[src/rtl/axi4_write_master_if.sv]
// Command, write-data and AXI4 write-channel bundle for axi4_write_master.
// master: the burst engine side; slave: the command source / AXI slave side.
interface axi4_write_master_if #(
   parameter int DATA_WIDTH = 32,
   parameter int ADDR_WIDTH = 16
);
   logic                    cmd_valid;
   logic                    cmd_ready;
   logic [ADDR_WIDTH-1:0]   cmd_addr;
   logic [7:0]              cmd_len;
   logic                    wr_valid;
   logic [DATA_WIDTH-1:0]   wr_data;
   logic                    wr_ready;
   logic                    done;
   logic [1:0]              resp;
   logic                    busy;
   logic [ADDR_WIDTH-1:0]   AWADDR;
   logic [7:0]              AWLEN;
   logic [2:0]              AWSIZE;
   logic [1:0]              AWBURST;
   logic                    AWVALID;
   logic                    AWREADY;
   logic [DATA_WIDTH-1:0]   WDATA;
   logic [DATA_WIDTH/8-1:0] WSTRB;
   logic                    WLAST;
   logic                    WVALID;
   logic                    WREADY;
   logic [1:0]              BRESP;
   logic                    BVALID;
   logic                    BREADY;

   modport master (
      input  cmd_valid, cmd_addr, cmd_len,
      output cmd_ready,
      input  wr_valid, wr_data,
      output wr_ready,
      output done, resp, busy,
      output AWADDR, AWLEN, AWSIZE, AWBURST, AWVALID,
      input  AWREADY,
      output WDATA, WSTRB, WLAST, WVALID,
      input  WREADY,
      input  BRESP, BVALID,
      output BREADY
   );

   modport slave (
      output cmd_valid, cmd_addr, cmd_len,
      input  cmd_ready,
      output wr_valid, wr_data,
      input  wr_ready,
      input  done, resp, busy,
      input  AWADDR, AWLEN, AWSIZE, AWBURST, AWVALID,
      output AWREADY,
      input  WDATA, WSTRB, WLAST, WVALID,
      output WREADY,
      output BRESP, BVALID,
      input  BREADY
   );
endinterface

[src/rtl/axi4_write_master.sv]
// Single-burst AXI4 write master: takes one command, issues AW, streams
// wr_* beats onto W, waits for B, then pulses done with the response.
// Ports: ACLK, ARESETn (async, active low), bus (axi4_write_master_if.master).
module axi4_write_master #(
   parameter int DATA_WIDTH = 32,
   parameter int ADDR_WIDTH = 16
) (
   input logic                 ACLK,
   input logic                 ARESETn,
   axi4_write_master_if.master bus
);

   typedef enum logic [2:0] {
      IDLE,
      ADDR,
      DATA,
      RESP,
      DONE
   } state_t;

   state_t                state_q;
   state_t                state_d;
   logic [ADDR_WIDTH-1:0] addr_q;
   logic [7:0]            len_q;
   logic [7:0]            cnt_q;
   logic [1:0]            resp_q;

   logic        accept;
   logic        illegal;
   logic        w_fire;
   logic        last_beat;
   logic [12:0] end_off;

   // Byte offset one past the burst within its 4 KB page; beyond 4096
   // means the burst would cross a page boundary.
   assign end_off = {1'b0, bus.cmd_addr[11:0]}
                  + {3'b000, bus.cmd_len, 2'b00}
                  + 13'd4;
   assign illegal = (bus.cmd_addr[1:0] != 2'b00)
                  || (end_off > 13'd4096);

   assign accept    = (state_q == IDLE) && bus.cmd_valid;
   assign last_beat = (cnt_q == len_q);
   assign w_fire    = (state_q == DATA)
                   && bus.wr_valid && bus.WREADY;

   assign bus.AWADDR  = addr_q;
   assign bus.AWLEN   = len_q;
   assign bus.AWSIZE  = 3'b010;
   assign bus.AWBURST = 2'b01;
   assign bus.WDATA   = bus.wr_data;
   assign bus.WSTRB   = {(DATA_WIDTH/8){1'b1}};
   assign bus.busy    = (state_q != IDLE);

   always_ff @(posedge ACLK or negedge ARESETn) begin
      if (!ARESETn) begin
         state_q <= IDLE;
      end else begin
         state_q <= state_d;
      end
   end

   always_ff @(posedge ACLK or negedge ARESETn) begin
      if (!ARESETn) begin
         addr_q <= '0;
         len_q  <= '0;
         cnt_q  <= '0;
         resp_q <= '0;
      end else begin
         if (accept) begin
            addr_q <= bus.cmd_addr;
            len_q  <= bus.cmd_len;
            resp_q <= illegal ? 2'b10 : 2'b00;
         end
         // Counter restarts as the AW handshake moves us into DATA.
         if ((state_q == ADDR) && bus.AWREADY) begin
            cnt_q <= '0;
         end else if (w_fire) begin
            cnt_q <= cnt_q + 8'd1;
         end
         if ((state_q == RESP) && bus.BVALID) begin
            resp_q <= bus.BRESP;
         end
      end
   end

   always_comb begin
      state_d      = state_q;
      bus.cmd_ready = 1'b0;
      bus.AWVALID  = 1'b0;
      bus.WVALID   = 1'b0;
      bus.wr_ready = 1'b0;
      bus.WLAST    = 1'b0;
      bus.BREADY   = 1'b0;
      bus.done     = 1'b0;
      bus.resp     = 2'b00;
      unique case (state_q)
         IDLE: begin
            // Reset drives state to IDLE; keep cmd_ready low until release.
            bus.cmd_ready = ARESETn;
            if (bus.cmd_valid && ARESETn) begin
               state_d = illegal ? DONE : ADDR;
            end
         end
         ADDR: begin
            bus.AWVALID = 1'b1;
            if (bus.AWREADY) begin
               state_d = DATA;
            end
         end
         DATA: begin
            bus.WVALID   = bus.wr_valid;
            bus.wr_ready = bus.WREADY;
            bus.WLAST    = last_beat;
            if (w_fire && last_beat) begin
               state_d = RESP;
            end
         end
         RESP: begin
            bus.BREADY = 1'b1;
            if (bus.BVALID) begin
               state_d = DONE;
            end
         end
         DONE: begin
            bus.done = 1'b1;
            bus.resp = resp_q;
            state_d  = IDLE;
         end
         default: begin
            state_d = IDLE;
         end
      endcase
   end

endmodule

[src/flat_wrapper.sv]
// flat-port wrapper written by rule: the top's interface ports become plain ports
module axi4_write_master_flat 
#(
   parameter int DATA_WIDTH = 32,
   parameter int ADDR_WIDTH = 16
)
  (ACLK, ARESETn, bus_cmd_valid, bus_cmd_addr, bus_cmd_len, bus_cmd_ready, bus_wr_valid, bus_wr_data, bus_wr_ready, bus_done, bus_resp, bus_busy, bus_AWADDR, bus_AWLEN, bus_AWSIZE, bus_AWBURST, bus_AWVALID, bus_AWREADY, bus_WDATA, bus_WSTRB, bus_WLAST, bus_WVALID, bus_WREADY, bus_BRESP, bus_BVALID, bus_BREADY);
  axi4_write_master_if #(.DATA_WIDTH(DATA_WIDTH), .ADDR_WIDTH(ADDR_WIDTH)) bus_i ();
  input logic ACLK;
  input logic ARESETn;
  input wire logic [$bits(bus_i.cmd_valid)-1:0] bus_cmd_valid;
  input wire logic [$bits(bus_i.cmd_addr)-1:0] bus_cmd_addr;
  input wire logic [$bits(bus_i.cmd_len)-1:0] bus_cmd_len;
  output wire logic [$bits(bus_i.cmd_ready)-1:0] bus_cmd_ready;
  input wire logic [$bits(bus_i.wr_valid)-1:0] bus_wr_valid;
  input wire logic [$bits(bus_i.wr_data)-1:0] bus_wr_data;
  output wire logic [$bits(bus_i.wr_ready)-1:0] bus_wr_ready;
  output wire logic [$bits(bus_i.done)-1:0] bus_done;
  output wire logic [$bits(bus_i.resp)-1:0] bus_resp;
  output wire logic [$bits(bus_i.busy)-1:0] bus_busy;
  output wire logic [$bits(bus_i.AWADDR)-1:0] bus_AWADDR;
  output wire logic [$bits(bus_i.AWLEN)-1:0] bus_AWLEN;
  output wire logic [$bits(bus_i.AWSIZE)-1:0] bus_AWSIZE;
  output wire logic [$bits(bus_i.AWBURST)-1:0] bus_AWBURST;
  output wire logic [$bits(bus_i.AWVALID)-1:0] bus_AWVALID;
  input wire logic [$bits(bus_i.AWREADY)-1:0] bus_AWREADY;
  output wire logic [$bits(bus_i.WDATA)-1:0] bus_WDATA;
  output wire logic [$bits(bus_i.WSTRB)-1:0] bus_WSTRB;
  output wire logic [$bits(bus_i.WLAST)-1:0] bus_WLAST;
  output wire logic [$bits(bus_i.WVALID)-1:0] bus_WVALID;
  input wire logic [$bits(bus_i.WREADY)-1:0] bus_WREADY;
  input wire logic [$bits(bus_i.BRESP)-1:0] bus_BRESP;
  input wire logic [$bits(bus_i.BVALID)-1:0] bus_BVALID;
  output wire logic [$bits(bus_i.BREADY)-1:0] bus_BREADY;
  assign bus_i.cmd_valid = bus_cmd_valid;
  assign bus_i.cmd_addr = bus_cmd_addr;
  assign bus_i.cmd_len = bus_cmd_len;
  assign bus_cmd_ready = bus_i.cmd_ready;
  assign bus_i.wr_valid = bus_wr_valid;
  assign bus_i.wr_data = bus_wr_data;
  assign bus_wr_ready = bus_i.wr_ready;
  assign bus_done = bus_i.done;
  assign bus_resp = bus_i.resp;
  assign bus_busy = bus_i.busy;
  assign bus_AWADDR = bus_i.AWADDR;
  assign bus_AWLEN = bus_i.AWLEN;
  assign bus_AWSIZE = bus_i.AWSIZE;
  assign bus_AWBURST = bus_i.AWBURST;
  assign bus_AWVALID = bus_i.AWVALID;
  assign bus_i.AWREADY = bus_AWREADY;
  assign bus_WDATA = bus_i.WDATA;
  assign bus_WSTRB = bus_i.WSTRB;
  assign bus_WLAST = bus_i.WLAST;
  assign bus_WVALID = bus_i.WVALID;
  assign bus_i.WREADY = bus_WREADY;
  assign bus_i.BRESP = bus_BRESP;
  assign bus_i.BVALID = bus_BVALID;
  assign bus_BREADY = bus_i.BREADY;
  axi4_write_master #(.DATA_WIDTH(DATA_WIDTH), .ADDR_WIDTH(ADDR_WIDTH)) u_core (.ACLK(ACLK), .ARESETn(ARESETn), .bus(bus_i));
endmodule
[config.mk]
export PLATFORM = sky130hd
export DESIGN_NAME = axi4_write_master_flat
export DESIGN_NICKNAME = d
export VERILOG_FILES = /design/src/rtl/axi4_write_master_if.sv /design/src/rtl/axi4_write_master.sv /design/src/flat_wrapper.sv
export SDC_FILE = /design/constraint.sdc
export NUM_CORES = 1
export LEC_CHECK = 0
export BUFFER_PORTS_ARGS = -buffer_cell sky130_fd_sc_hd__buf_4
export CORE_ASPECT_RATIO = 0.9
export CORE_MARGIN = 2
export CORE_UTILIZATION = 49
export CTS_CLUSTER_SIZE = 28
export DETAILED_ROUTE_END_ITERATION = 10
export GPL_TIMING_DRIVEN = 0
export PLACE_DENSITY = 0.87
export RECOVER_POWER = 100
export SYNTH_ARGS = -nofsm -noshare
export SYNTH_HDL_FRONTEND = slang
export SYNTH_SLANG_ARGS = --single-unit
export TNS_END_PERCENT = 10
[constraint.sdc]
create_clock -name ACLK -period 4.8 [get_ports ACLK]
set_input_delay 0.48 -clock ACLK [delete_from_list [all_inputs] [get_ports ACLK]]
set_output_delay 0.48 -clock ACLK [all_outputs]
set_load 0.05 [all_outputs]
==> results.yml <==
sta:
  finClkSkew_ps: 13.12
  grt_setup_unrepaired: "false"
  finalCriticalPeriod_ps: 3187
  hold_violations: 0
  setup_viol_count_final: 0
  maxSlewViolCount: 49
  setup-tns-final_ps: 0
  slew_headroom_pct: -37.09
  post-route-period-util_pct: 66.40
  worst_slew_pin_slew_ps: 2056
  timing.fmax_ghz: 0.3138
floorplan:
  die_area_um2: 5827
  coreArea_um2: 4955
  io_pins: 140
  rows: 24
  die-width_um: 80.25
  initial_utilization_pct: 51.74
  die_h_um: 72.62
logic_synthesis:
  synth_cell_types: 44
  synth_area_um2: 2564
  synth_edf_count: 0
  synth.most_common_cell: "buf_4"
  yosysSeqAreaShare_pct: 36.12
  syn_avg_cell_area_um2: 9.898
  synth-main-ff-cell: "dfrtp_1"
  synth_cells: 259
  synth_largest_area_cell: "dfrtp_1"
  synth_seq_cells: 37
  synthTopCellsByArea: "dfrtp_1 36%, buf_4 12%, mux2_2 11%, ha_1 8.3%, xor2_1 4.8%"
  synth_top_area_share_pct: 36.12
  yosysWarnings: 0
  synth_top_cells_by_count: "41 x buf_4, 37 x dfrtp_1, 24 x mux2_2, 24 x nor2_1, 17 x ha_1"
  async_flop_share_pct: 100.0
global_routing:
  grt_max_degree: 40
  grtUsageTotal_pct: 21.28
  antenna_found_initial: 0
  grt_pass1_wl_um: 9611
  grt_pass1_vias: 2075
  grt_overflow_total: 0
clocking:
  ctsResizeCount: 0
  cts_tree: "built"
  postCtsSetupRepairBufs: 0
  hold_buffers: 0
  insertion_delay_ps: 300
  clkTransAtPathRegs_ps: 80
  cts_root_buf: "clkbuf_8"
  clock_sinks: 37
  cts_made_buffers: 5
  cts_buffer_depth: 2
  htree_levels: 2
worst_setup_path:
  critPathKind: "in2out"
  critical_path.max_stage_delay_ps: 1440
  crit_family: "buffers and inverters"
  r2r_setup_slack_ps: 1630
  r2r_start: "u_core.state_q[0]"
  crit_arrival_ps: 2710
  path_max_fanout: 39
  worst_setup_path_end_kind: "output port"
  crit_chain: "clkbuf_1 -> inv_1 -> nor2_1 -> clkbuf_1"
  start_kind: "primary input"
  path_buf_inv: 3
  crit_path_start: "ARESETn"
  crit_required_ps: 4320
  cp_slowest_cell: "clkbuf_1"
  cp_common_cell: "clkbuf_1"
power_and_ir_drop:
  p_leak_nw: 1.571
  powerDensity_nw_per_um2: 539.3
  peakVddDrop_mv: 0.4920
placed_design:
  port_buffers: 98
  place.gp.congestion: 0.8762
  place_inst: 429
  dpl.hpwl_um: 4862
hold_path:
  hp-start: "bus_cmd_addr[15]"
  hold_class: "in2reg"
drt:
  drt_iter0_drc: 152
  drc: 0
  ant_nets: 0
  drt_pre_antenna_iters: 4
  vias_per_cell: 5.146
  drt-total-wl_um: 6228
  wl_per_cell_um: 14.25
  vias: 2249
finish:
  fin_cells: 437
  drive_gt1_share_pct: 28.76
  fillers: 452
  area_growth_pct: 27.62
  n_antenna_cell: 0
  nNetsFinal: 454
  multi_input_area_um2: 1260
  seq_area_um2: 925.9
outcome:
  outcome: "finished with violations"
  violations: "max-capacitance violations, max-slew violations"
run:
  maxCapViolations: 2
layer usage:
metal  share of wire [%]  track usage (%)  wire length (um)
met2                  47            35.19              2947
met1                  41            27.91              2574
met4                 1.5            6.968                94
met3                 9.8            4.703               611
met5                   0                0                 0
worst paths after layout:
check                      depth (start not counted)                     to
max in group asynchronous                          1   u_core.bus.AWADDR[8]
hold / removal                                     2  u_core.bus.AWADDR[15]
hold reg to reg                                    1  u_core.bus.AWADDR[15]
min in group asynchronous                          1  u_core.bus.AWADDR[14]
setup reg to reg                                   6       u_core.resp_q[1]
setup / recovery                                   4          bus_cmd_ready
report_power, final:
group          total (W)  internal [W]  switching (W)
Sequential      0.000507      0.000422      0.0000848
Clock           0.000326      0.000206       0.000119
Combinational   0.000932      0.000258       0.000674
layout make-up:
class	instances	share of cell area [%]
Clock buffer	5	2.103
Timing Repair Buffer	98	15.03
Sequential cell	37	28.30
Buffer	48	10.21
Tap cell	65	2.486
Clock inverter	3	1.989
Multi-Input combinational cell	169	38.51
Inverter	12	1.377
through the flow:
step	total power [W]	instance area, um2	setup WS [ps]	util [%]	hold WS, ps
2_1_floorplan	0.001252	2590	2145	-	184.4
3_3_place_gp	0.001537	3407	1797	68.76	477.2
3_5_place_dp	0.001561	3407	1745	68.76	480.6
4_1_cts	0.001887	3541	2036	71.46	159.3
5_1_grt	0.001854	3272	1199	66.04	408.2
6_report	0.001764	3272	1613	66.04	389.6
cell usage in the layout (no fill, tap or decap), types with 2 or more instances in the layout:
cell type / instances
and2_1: 2
nor4_1: 4
buf_4: 74
conb_1: 9
nand2_1: 8
xor2_1: 14
and3_1: 4
mux2_2: 23
a21oi_1: 13
o21ai_0: 3
xnor2_1: 3
nor4b_1: 2
clkbuf_1: 72
dfrtp_1: 37
nand4_1: 3
nand3_1: 6
a22o_1: 2
ha_1: 17
nor2_1: 24
bufinv_16: 2
and2_0: 3
inv_1: 12
nand2b_1: 2
clkbuf_8: 5
or3_1: 4
nor3b_1: 4
cells by family (layout without fill, tap and decap cells):
| group | Yosys count | in the layout | share of synthesized area (%) |
|---|---|---|---|
| simple gates | 70 | 70 | 15.23 |
| buf+inv | 60 | 166 | 14.93 |
| flops | 37 | 37 | 36.12 |
| compound gates | 30 | 30 | 7.614 |
| mux | 25 | 25 | 10.93 |
| fa+ha+maj | 18 | 18 | 9.077 |
| xor+xnor | 17 | 17 | 5.808 |
| other cells | 2 | 9 | 0.2929 |
registers in the layout, summed over array words and instances (netlist names):
| name | flops |
|---|---|
| u_core.bus.AWADDR | 16 |
| u_core.bus.AWLEN | 8 |
| u_core.cnt_q | 8 |
| u_core.state_q | 3 |
| u_core.resp_q | 2 |
No activity file was read; power rests on OpenSTA's default activity.
